===== config.mk =====
export PLATFORM = sky130hd
export DESIGN_NAME = uart_tx_frame_ctrl
export DESIGN_NICKNAME = d
export VERILOG_FILES = /design/src/rtl/uart_tx_pkg.sv /design/src/rtl/uart_tx_shift.sv /design/src/rtl/uart_tx_frame_ctrl.sv
export SDC_FILE = /design/constraint.sdc
export NUM_CORES = 1
export LEC_CHECK = 0
export CORE_UTILIZATION = 58
export CTS_BUF_LIST = sky130_fd_sc_hd__clkbuf_8
export CTS_CLUSTER_DIAMETER = 120
export DETAILED_ROUTE_END_ITERATION = 8
export GPL_TIMING_DRIVEN = 1
export PLACE_DENSITY = 0.95
export SETUP_SLACK_MARGIN = 0.05
export SYNTH_ARGS = -nofsm -noshare
export SYNTH_HDL_FRONTEND = slang
export SYNTH_SLANG_ARGS = --single-unit

===== constraint.sdc =====
create_clock -name CLK -period 3.65 [get_ports CLK]
set_input_delay 0.365 -clock CLK [delete_from_list [all_inputs] [get_ports CLK]]
set_output_delay 0.365 -clock CLK [all_outputs]
set_load 0.02 [all_outputs]

===== src/rtl/uart_tx_pkg.sv =====
// Shared definitions for the UART transmit frame controller.
//   tx_state_t     : frame FSM state encoding (3 bits)
//   PARITY_EVEN/ODD: values of the Parity_Type input
//   DW_MIN/DW_MAX  : supported range of the DATA_WIDTH parameter
package uart_tx_pkg;

    typedef enum logic [2:0] {
        IDLE   = 3'd0,
        START  = 3'd1,
        DATA   = 3'd2,
        PARITY = 3'd3,
        STOP1  = 3'd4,
        STOP2  = 3'd5
    } tx_state_t;

    localparam logic PARITY_EVEN = 1'b0;
    localparam logic PARITY_ODD  = 1'b1;

    localparam int DW_MIN = 5;
    localparam int DW_MAX = 9;

endpackage


===== src/rtl/uart_tx_shift.sv =====
// Data serializer for the UART transmitter.
//   clk, rst_n  : clock, asynchronous active-low reset
//   load        : capture load_data and clear the bit counter
//   cnt_clr     : clear the bit counter
//   shift       : advance one bit and bump the counter (saturates at last bit)
//   load_data   : parallel word
//   serial_bit  : bit currently at the output end of the register
//   next_bit    : bit that will be at the output end after one shift
//   last_bit    : counter is on the final data bit
module uart_tx_shift #(
    parameter int DATA_WIDTH = 8,
    parameter bit LSB_FIRST  = 1'b1
) (
    input  logic                  clk,
    input  logic                  rst_n,
    input  logic                  load,
    input  logic                  cnt_clr,
    input  logic                  shift,
    input  logic [DATA_WIDTH-1:0] load_data,
    output logic                  serial_bit,
    output logic                  next_bit,
    output logic                  last_bit
);

    localparam int CW = $clog2(DATA_WIDTH);

    logic [DATA_WIDTH-1:0] sreg_q, sreg_d;
    logic [CW-1:0]         cnt_q, cnt_d;

    always_comb begin
        sreg_d = sreg_q;
        cnt_d  = cnt_q;
        if (load) begin
            sreg_d = load_data;
            cnt_d  = '0;
        end else begin
            if (cnt_clr) begin
                cnt_d = '0;
            end
            if (shift) begin
                if (LSB_FIRST) begin
                    sreg_d = {1'b0, sreg_q[DATA_WIDTH-1:1]};
                end else begin
                    sreg_d = {sreg_q[DATA_WIDTH-2:0], 1'b0};
                end
                if (cnt_q != CW'(DATA_WIDTH - 1)) begin
                    cnt_d = cnt_q + CW'(1);
                end
            end
        end
    end

    always_ff @(posedge clk or negedge rst_n) begin
        if (!rst_n) begin
            sreg_q <= '0;
            cnt_q  <= '0;
        end else begin
            sreg_q <= sreg_d;
            cnt_q  <= cnt_d;
        end
    end

    assign serial_bit = LSB_FIRST ? sreg_q[0] : sreg_q[DATA_WIDTH-1];
    assign next_bit   = LSB_FIRST ? sreg_q[1] : sreg_q[DATA_WIDTH-2];
    assign last_bit   = (cnt_q == CW'(DATA_WIDTH - 1));

endmodule


===== src/rtl/uart_tx_frame_ctrl.sv =====
// UART transmit engine: frame FSM, parity generation and registered TX line.
//   CLK, Reset   : system clock, asynchronous active-low reset
//   Bit_tick     : end-of-bit-period enable
//   P_DATA       : parallel data, captured on acceptance
//   Data_valid   : send request, accepted in IDLE only
//   Parity_EN    : parity bit present (captured on acceptance)
//   Parity_Type  : 0 even, 1 odd (captured on acceptance)
//   Stop_2       : two stop bits (captured on acceptance)
//   TX_OUT       : serial line, idle high
//   Busy         : high for every cycle of a frame
//   Frame_done   : one-cycle pulse in the first idle cycle after a frame
//
// state  | meaning
// IDLE   | line high, waiting for Data_valid
// START  | start bit (0)
// DATA   | data bits from the shift register
// PARITY | latched parity bit
// STOP1  | first stop bit (1)
// STOP2  | optional second stop bit (1)
module uart_tx_frame_ctrl
    import uart_tx_pkg::*;
#(
    parameter int DATA_WIDTH = 8,
    parameter bit LSB_FIRST  = 1'b1
) (
    input  logic                  CLK,
    input  logic                  Reset,
    input  logic                  Bit_tick,
    input  logic [DATA_WIDTH-1:0] P_DATA,
    input  logic                  Data_valid,
    input  logic                  Parity_EN,
    input  logic                  Parity_Type,
    input  logic                  Stop_2,
    output logic                  TX_OUT,
    output logic                  Busy,
    output logic                  Frame_done
);

    if (DATA_WIDTH < DW_MIN || DATA_WIDTH > DW_MAX) begin : g_bad_width
        $error("uart_tx_frame_ctrl: DATA_WIDTH out of supported range");
    end

    tx_state_t state_q, state_d;
    logic      tx_q, tx_d;
    logic      busy_q, busy_d;
    logic      done_q, done_d;
    logic      par_en_q, par_en_d;
    logic      parity_q, parity_d;
    logic      stop2_q, stop2_d;

    logic      load, shift, cnt_clr;
    logic      serial_bit, next_bit, last_bit;

    uart_tx_shift #(
        .DATA_WIDTH (DATA_WIDTH),
        .LSB_FIRST  (LSB_FIRST)
    ) u_shift (
        .clk        (CLK),
        .rst_n      (Reset),
        .load       (load),
        .cnt_clr    (cnt_clr),
        .shift      (shift),
        .load_data  (P_DATA),
        .serial_bit (serial_bit),
        .next_bit   (next_bit),
        .last_bit   (last_bit)
    );

    assign cnt_clr = (state_q == START);

    // TX_OUT is registered, so each transition loads the value of the bit
    // being entered; within DATA that is the bit after the pending shift.
    always_comb begin
        state_d  = state_q;
        tx_d     = tx_q;
        busy_d   = busy_q;
        done_d   = 1'b0;
        par_en_d = par_en_q;
        parity_d = parity_q;
        stop2_d  = stop2_q;
        load     = 1'b0;
        shift    = 1'b0;
        case (state_q)
            IDLE: begin
                tx_d   = 1'b1;
                busy_d = 1'b0;
                if (Data_valid) begin
                    load     = 1'b1;
                    par_en_d = Parity_EN;
                    parity_d = (^P_DATA) ^ (Parity_Type == PARITY_ODD);
                    stop2_d  = Stop_2;
                    state_d  = START;
                    tx_d     = 1'b0;
                    busy_d   = 1'b1;
                end
            end
            START: begin
                if (Bit_tick) begin
                    state_d = DATA;
                    tx_d    = serial_bit;
                end
            end
            DATA: begin
                if (Bit_tick) begin
                    shift = 1'b1;
                    if (!last_bit) begin
                        tx_d = next_bit;
                    end else if (par_en_q) begin
                        state_d = PARITY;
                        tx_d    = parity_q;
                    end else begin
                        state_d = STOP1;
                        tx_d    = 1'b1;
                    end
                end
            end
            PARITY: begin
                if (Bit_tick) begin
                    state_d = STOP1;
                    tx_d    = 1'b1;
                end
            end
            STOP1: begin
                if (Bit_tick) begin
                    tx_d = 1'b1;
                    if (stop2_q) begin
                        state_d = STOP2;
                    end else begin
                        state_d = IDLE;
                        busy_d  = 1'b0;
                        done_d  = 1'b1;
                    end
                end
            end
            STOP2: begin
                if (Bit_tick) begin
                    state_d = IDLE;
                    tx_d    = 1'b1;
                    busy_d  = 1'b0;
                    done_d  = 1'b1;
                end
            end
            default: begin
                state_d = IDLE;
                tx_d    = 1'b1;
                busy_d  = 1'b0;
            end
        endcase
    end

    always_ff @(posedge CLK or negedge Reset) begin
        if (!Reset) begin
            state_q  <= IDLE;
            tx_q     <= 1'b1;
            busy_q   <= 1'b0;
            done_q   <= 1'b0;
            par_en_q <= 1'b0;
            parity_q <= 1'b0;
            stop2_q  <= 1'b0;
        end else begin
            state_q  <= state_d;
            tx_q     <= tx_d;
            busy_q   <= busy_d;
            done_q   <= done_d;
            par_en_q <= par_en_d;
            parity_q <= parity_d;
            stop2_q  <= stop2_d;
        end
    end

    assign TX_OUT     = tx_q;
    assign Busy       = busy_q;
    assign Frame_done = done_q;

endmodule


# Word-level counts from Yosys, hierarchy flattened
# Index checks and enable logic that the tools add are counted.
# Widths: inputs -> output; s select.
# totals
regBits	20
inputBits	15
output_inout_bits	3
wordCells	71
# classes
add_sub_neg	1
n_eq_ne	16
muxes	34
n_bitwise	2
n_reduce_logical	9
# ops
cell	n
$mux 3	13
$pmux 3 s6	1
$mux 8	2
$ne 2x2->1 const B	8
$mux 1	15
$eq 3x3->1 const B	3
$pmux 1 s4	2
$reduce_xor 8->1	1
$reduce_and 7->1	1
$eq 3x2->1 const B	2
$reduce_or 3->1	2
$reduce_and 4->1	1
$add 3x1->3 const B	1
$eq 3x1->1 const B	1
$logic_not 3->1	1
$ne 3x3->1 const B	1
$reduce_and 3->1	1
$ne 2x1->1 const B	1
$pmux 1 s2	1
$reduce_and 2->1	1
$reduce_bool 2->1	1
$not 1->1	1
$xor 1x1->1	1

# Longest topological paths before layout
# Gate-level depths: netlist of run 1.
# depth
ltp_word	5
mapped_depth	7
ltp_nobuf	6

# Cells and area by module
# Synthesis of run 1 repeated with hierarchy kept, for this count alone.
# unflattened
cells_unflattened	114
hier_area_um2	1181.1
# modules_own_cells
module	n_inst	cells_each	area_each_um2	seq_area_each_um2
uart_tx_frame_ctrl	1	63	633.1	226.5
uart_tx_shift	1	51	548.0	275.3

# Worst setup path before layout of run 1
# Ideal clock, no wire load.
# synth_path
path_type	register to register
start	reg u_shift.cnt_q[0]
end	reg state_q[1]
setup_time_ns	0.110
arrival_ns	1.432
required_time_ns	3.540
setup_slack_ns	2.108
path_stages_with_launch	7
n_path_buf	0
synth_period_minus_slack_ns	1.542
path_cell_list	dfrtp_1 > ha_1 > ha_1 > a21o_1 > a221oi_4 > o21ai_0 > o41ai_1
# synth_between
elab_chain_cells	3
# synth_rtl
item	line_no	source
start, declared	uart_tx_shift.sv:28	logic [CW-1:0] cnt_q, cnt_d;
start signal, assigned	uart_tx_shift.sv:59	cnt_q <= cnt_d;
$eq 3x3->1	uart_tx_shift.sv:65	assign last_bit = (cnt_q == CW'(DATA_WIDTH - 1));
$ne 2x2->1 (no line)	n/a	
$reduce_and 7->1 (no line)	n/a	
end signal, assigned	uart_tx_frame_ctrl.sv:161	state_q <= state_d;
end, declared	uart_tx_frame_ctrl.sv:43	tx_state_t state_q, state_d;
# No other way between the ends.
# A chain may end at the register's enable or synchronous reset.

# Final worst setup path of run 1
# layout_path
start	reg state_q[1]
end	reg parity_q
# layout_between
elab_chain_cells	2
# layout_rtl
item	line_no	source
$logic_not 3->1	uart_tx_frame_ctrl.sv:83	case (state_q)
$reduce_and 2->1 (no line)	n/a	
end signal, assigned	uart_tx_frame_ctrl.sv:166	parity_q <= parity_d;
end, declared	uart_tx_frame_ctrl.sv:48	logic parity_q, parity_d;
# No other way between the ends.

==> metrics.md, run 1 <==
| Metric | Value |
|---|---|
| CP cell instances | nor4b_4, mux2_2 |
| Placed wire-length estimate | 1720 um |
| Reg2Reg Depth | 2 |
| CP Capture Type | flop |
| Worst path depth | 2 |
| Hold Crit Depth | 1 |
| Initial antenna violation count | 0 |
| Avg Cell Area, Syn | 10.0 um^2 |
| TritonCTS clock tree | done |
| Most common cell in the netlist | dfrtp_1 |
| Data arrival time of the worst path | 2.23 ns |
| Unique masters post-synth | 37 |
| Nets | 155 |
| GPL Wtd Cong | 0.840 |
| Routed vias | 944 |
| CP max stage delay | 0.97 ns |
| GR Layer Usage met3 | 3.40% |
| Result of the run | completed |
| Post-Synthesis Cells | 121 |
| Unrepaired setup endpoints after global routing | false |
| H-tree levels | 1 |
| Antenna-violating nets left | 0 |
| Routed len/inst | 14.6 um |
| Fmax | 0.478 GHz |
| Hold slack final | 0.480 ns |
| Worst min-delay path class | flop to flop |
| DIE WIDTH | 47.8 um |
| Met1 Usage GRT | 28.5% |
| GR peak layer | met2 |
| Slew headroom | 32.7% |
| Post-synthesis register bit count | 20 |
| TNS Setup | 0 ns |
| Slew Limit Fails | 0 |
| Actual slew at the worst max-slew pin | 1.00 ns |
| Area contributors post-synth | dfrtp_1 (39%), mux2i_1 (6.6%), nor2_1 (5.3%) |
| First-pass GRT wire length | 3640 um |
| Pleak | 0.606 nW |
| Worst skew pair latency | 0.26 ns |
| CP max stage cell | nor4b_4 |
| EDFF count, synth | 0 |
| Largest net degree at the start of global routing | 21 |
| Remaining DRCs | 0 |
| Post-CTS Setup Bufs | 0 |
| Number of global-route vias before repair | 863 |
| # resized after CTS | 0 |
| DR iter-0 viols | 33 |
| Die H | 47.8 um |
| Std cell rows | 16 |
| CTS Buffer Depth | 2 |
| Max rail drop VDD | 0.432 mV |
| Overall routing resource usage | 23.5% |
| # IOs | 18 |
| Top cell family by delay on the critical path | simple AND/OR/NAND/NOR gates |
| Ys async rst share | 100% |
| Commonest cells post-synth | dfrtp_1 (19), nor2_1 (17), a21oi_1 (11) |
| Synth area leader | dfrtp_1 |
| Clock buffer count from CTS | 3 |
| Synth top area share | 39.1% |
| Final Skew | 0.00401 ns |
| Final setup violating endpoints | 0 |
| Input/output buffers | 17 |
| Max-capacitance violation count | 0 |
| GRT met2 Usage | 41.1% |
| Nature of the critical path startpoint | flop |
| Initial Util | 61.9% |
| P&R area growth vs syn | 16.6% |
| Final wirelength | 2380 um |
| Crit-path max FO | 16 |
| Overall die area | 2280 um^2 |
| Critical path buffers and inverters | 0 |
| Congestion Overflow GR | 0 |
| Pwr/cell area | 698 nW/um^2 |
| Sequential-to-total area share from yosys stat | 41.3% |
| Vias per cell | 5.79 |
| CTS root buffer | clkbuf_8 |
| Synth Cell Area | 1210 um^2 |
| Synth Net Count | 139 |
| Crit path required time | 3.79 ns |
| Total clock sinks | 20 |
| Crit path time final | 2.09 ns |
| Hold buffers post-CTS | 0 |
| Fin. Hold Viols | 0 |
| Syn. warnings | 0 |
| Period utilisation layout | 57.3% |
| Drt pass-1 iters | 4 |
| Kind of critical path | flop to flop |
| Ys flop type | dfrtp_1 |
| Core footprint | 1960 um^2 |
| ANT cells | 0 |
| Share of cells above drive strength 1 | 9.56% |
| Worst-path clk slew | 0.07 ns |
## state kept, by name, summed over array words and instances, names as in the netlist
| name | count |
|---|---|
| stop2_q | 1 |
| TX_OUT | 1 |
| parity_q | 1 |
| Busy | 1 |
| par_en_q | 1 |
| state_q | 3 |
| u_shift.cnt_q | 3 |
| Frame_done | 1 |
| u_shift.sreg_q | 8 |
## cell usage in the layout, fill, tap and decap left out, drive strengths merged, types with 4 or more instances in the layout
cell type	netlist	layout
a21oi	13	13
clkdlybuf4s50	0	17
dfrtp	19	19
inv	5	6
mux2i	8	8
nand2	6	6
nor2	17	17
nor2b	4	4
o21ai	8	8
xnor2	5	5
## cells by family after synthesis
| group | Yosys count | share of synthesized area (%) |
|---|---|---|
| xor gates and xnor gates | 7 | 6.18 |
| buffers and inverters | 12 | 6.80 |
| adders and majority gates | 3 | 3.09 |
| DFF | 20 | 41.3 |
| muxes | 10 | 8.45 |
| AOI/OAI and AO/OA | 31 | 17.8 |
| and+or+nand+nor | 38 | 16.4 |
## metal layers
metal  vias up  share of wire (%)
met2        22                 51
li1        456                  -
met3         4                2.9
met4         0               0.63
met5         -                  0
met1       462                 45
## path summary, 6_finish.rpt
path                                              from                            end  slack [ns]
worst max-delay path            state_q[1]$_DFFE_PN0P_           parity_q$_DFFE_PN0P_        1.56
worst min-delay path                  Busy$_DFFE_PN0P_               Busy$_DFFE_PN0P_        0.48
worst max register to register  state_q[1]$_DFFE_PN0P_           parity_q$_DFFE_PN0P_        1.56
worst min register to register        Busy$_DFFE_PN0P_               Busy$_DFFE_PN0P_        0.48
max in group asynchronous                        Reset         state_q[0]$_DFFE_PN0P_        2.50
min in group asynchronous                        Reset  u_shift.sreg_q[5]$_DFFE_PN0P_        0.61
## power breakdown
group	switching, W	total, W	leakage, nW	internal [W]
Clock	0.0000701	0.000145	0.0269	0.0000748
Combinational	0.000228	0.000439	0.340	0.000211
Sequential	0.0000941	0.000405	0.239	0.000311
Total	0.000392	0.000989	0.606	0.000597
## metrics by stage
stage | instance area (um^2) | util (%) | setup WS, ns | power (W) | instances
6_report | 1420 | 72.2 | 1.56 | 0.000989 | 163
5_1_grt | 1420 | 72.2 | 1.40 | 0.00106 | 163
4_1_cts | 1420 | 72.2 | 1.55 | 0.000991 | 163
3_5_place_dp | 1370 | 69.9 | 1.39 | 0.000843 | 159
3_3_place_gp | 1370 | 69.9 | 1.43 | 0.000815 | 159
2_1_floorplan | 1210 | - | 2.11 | 0.000754 | 121
## layout make-up
type | instances | area [um^2]
Multi-Input combinational cell | 89 | 639
Fill cell | 164 | 546
Sequential cell | 20 | 502
Timing Repair Buffer | 18 | 178
Clock buffer | 3 | 41.3
Tap cell | 27 | 33.8
Inverter | 5 | 18.8
Clock inverter | 1 | 3.75
(Power assumes the default switching activity.)
==> inputs of run 2 (changes only) <==
CORE_UTILIZATION = 55   (was 58)
PLACE_DENSITY = 0.92   (was 0.95)
clock period = 2 ns   (was 3.65 ns; I/O delays follow)
==> metrics.md, run 2 (synthesis results as in run 1) <==
| Metric | Value |
|---|---|
| Result of the run | completed |
| Slew headroom | 66.6% (+34 points) |
| Commonest non-fill, non-tap cell in the layout | dfrtp_1 |
| Core footprint | 2020 um^2 (+3.1%) |
| Crit path time final | 1.75 ns (-0.344 ns) |
| Number of global-route vias before repair | 931 (+7.9%) |
| Placed wire-length estimate | 1800 um (+4.7%) |
| Max reg flops | 8 (unchanged) |
| Crit path required time | 2.13 ns (-1.66 ns) |
| DR iter-0 viols | 29 (-12%) |
| Largest net degree at the start of global routing | 16 (-24%) |
| GPL Wtd Cong | 0.838 (-0.27%) |
| Hold buffers post-CTS | 0 (unchanged) |
| Nature of the critical path startpoint | flop |
| TNS Setup | 0 ns (unchanged) |
| Psw | 0.000722 W (+84%) |
| Crit-path max FO | 5 (-11) |
| # resized after CTS | 0 (unchanged) |
| Vias per cell | 5.81 (+0.29%) |
| Max rail drop VDD | 0.746 mV (+73%) |
| Period utilisation layout | 87.4% (+30 points) |
| Antenna-violating nets left | 0 (unchanged) |
| First-pass GRT wire length | 4110 um (+13%) |
| Total clock sinks | 20 (unchanged) |
| TritonCTS clock tree | done |
| Fmax | 0.572 GHz (+20%) |
| Core Util, Final | 71.5% (-0.66 points) |
| Data arrival time of the worst path | 1.88 ns (-0.35 ns) |
| Pwr/cell area | 1270 nW/um^2 (+81%) |
| Initial antenna violation count | 0 (unchanged) |
| Die H | 49 um (+2.6%) |
| Pleak | 0.626 nW (+3.3%) |
| DIE WIDTH | 49 um (+2.6%) |
| Worst Setup SP | u_shift.cnt_q[0]$_DFF_PN0_ |
| Routed len/inst | 14.6 um (-0.10%) |
| Post-CTS Setup Bufs | 0 (unchanged) |
| Congestion Overflow GR | 0 (unchanged) |
| Drt pass-1 iters | 4 (unchanged) |
| Routed vias | 970 (+2.8%) |
| Fill count | 149 (-9.1%) |
| # IOs | 18 (unchanged) |
| Final Skew | 0.00359 ns (-0.000423 ns) |
| Final wirelength | 2440 um (+2.3%) |
| Input/output buffers | 17 (unchanged) |
| Reg power frac | 38.9% (-2.0 points) |
| Int Power | 0.00111 W (+86%) |
| Reg2Reg Launch Point | u_shift.cnt_q[0]$_DFF_PN0_ |
| Kind of critical path | flop to flop |
| Logic pwr share | 47.0% (+2.6 points) |
| Actual slew at the worst max-slew pin | 0.502 ns (-0.503 ns) |
| Worst min-delay path class | input pin to async pin |
| Clock share of power | 14.1% (-0.6 points) |
| Overall routing resource usage | 22.9% (-0.60 points) |
| Nets | 159 (+2.6%) |
| Final setup violating endpoints | 0 (unchanged) |
| Worst-path clk slew | 0.07 ns (about the same) |
| Unrepaired setup endpoints after global routing | false |
| Hold slack final | 0.245 ns (-0.235 ns) |
| Sw Ratio | 39.5% (-0.20 points) |
| Most frequent cells in the layout | dfrtp_1 (19), nor2_1 (17), clkdlybuf4s50_1 (17) |
| Std cell rows | 16 (unchanged) |
| Initial Util | 60.1% (-1.8 points) |
| CTS Buffer Depth | 2 (unchanged) |
| Overall die area | 2400 um^2 (+5.2%) |
| Slew Limit Fails | 0 (unchanged) |
| H-tree levels | 1 (unchanged) |
| Biggest regs | u_shift.sreg_q x8, state_q x3, u_shift.cnt_q x3 |
| Remaining DRCs | 0 (unchanged) |
| Fin. Hold Viols | 0 (unchanged) |
| CTS root buffer | clkbuf_8 |
| CP Capture Type | flop |
| Share of cells above drive strength 1 | 12.1% (+2.6 points) |
| ANT cells | 0 (unchanged) |
| Most flop-heavy register | u_shift.sreg_q |
| Max-capacitance violation count | 0 (unchanged) |
| Worst skew pair latency | 0.25 ns (about the same) |
| P&R area growth vs syn | 19.1% |
| Clock buffer count from CTS | 3 (unchanged) |
==> run 2: cell count changes in the layout (fill, tap and decap cells not counted) <==
cell,previous run,this run
buf_4,1,5
==> run 2: critical path, stage by stage (launching register included) <==
cell      delay [ns]
dfrtp_1         0.42
ha_1            0.24
ha_1            0.22
a21o_1          0.21
a221oi_4        0.30
o21ai_0         0.14
o41ai_1         0.09
==> run 2: routing by layer <==
metal  part of all wire [%]  vias up  global-route usage (%)
met5                      0        -                       0
li1                       -      459                       -
met3                    5.0        6                    2.80
met1                     44      466                    29.7
met4                    1.4        0                    10.3
met2                     49       39                    38.2
==> run 2: worst paths after layout <==
| path | cells past startpoint | end | slack [ns] |
|---|---|---|---|
| max | 6 | state_q[1]$_DFFE_PN0P_ | 0.25 |
| min | 1 | Busy$_DFFE_PN0P_ | 0.25 |
| max reg2reg | 6 | state_q[1]$_DFFE_PN0P_ | 0.25 |
| min reg2reg | 1 | Busy$_DFFE_PN0P_ | 0.48 |
| max in group asynchronous | 2 | u_shift.sreg_q[6]$_DFFE_PN0P_ | 1.22 |
| min in group CLK | 1 | Busy$_DFFE_PN0P_ | 0.48 |
==> run 2: final cells by class <==
cell class | instances | area (um^2) | area share, %
multi-input cells | 89 | 639 | 44.2
flip-flops and latches | 20 | 502 | 34.7
repair buffers | 22 | 208 | 14.4
clock buffers | 3 | 41.3 | 2.85
well taps | 27 | 33.8 | 2.34
inverters | 5 | 18.8 | 1.30
clock inverters | 1 | 3.75 | 0.260
==> run 2: power groups by stage <==
| stage | registers (W) | logic (W) | clock network [W] |
|---|---|---|---|
| 6_report | 0.000711 | 0.000861 | 0.000258 |
| 5_1_grt | 0.000730 | 0.000946 | 0.000279 |
| 4_1_cts | 0.000706 | 0.000858 | 0.000269 |
| 3_5_place_dp | 0.000713 | 0.000851 | 0 |
| 3_3_place_gp | 0.000704 | 0.000814 | 0 |
| 2_1_floorplan | 0.000676 | 0.000700 | 0 |
==> run 2: through the flow <==
step	setup slack, ns	cell area (um^2)	total power, W	std cells
finish	0.252	1450	0.00183	167
global route	0.200	1450	0.00196	167
CTS	0.259	1450	0.00183	167
floorplan	0.458	1210	0.00138	121
detailed placement	0.190	1400	0.00156	163
global placement	0.272	1400	0.00152	163
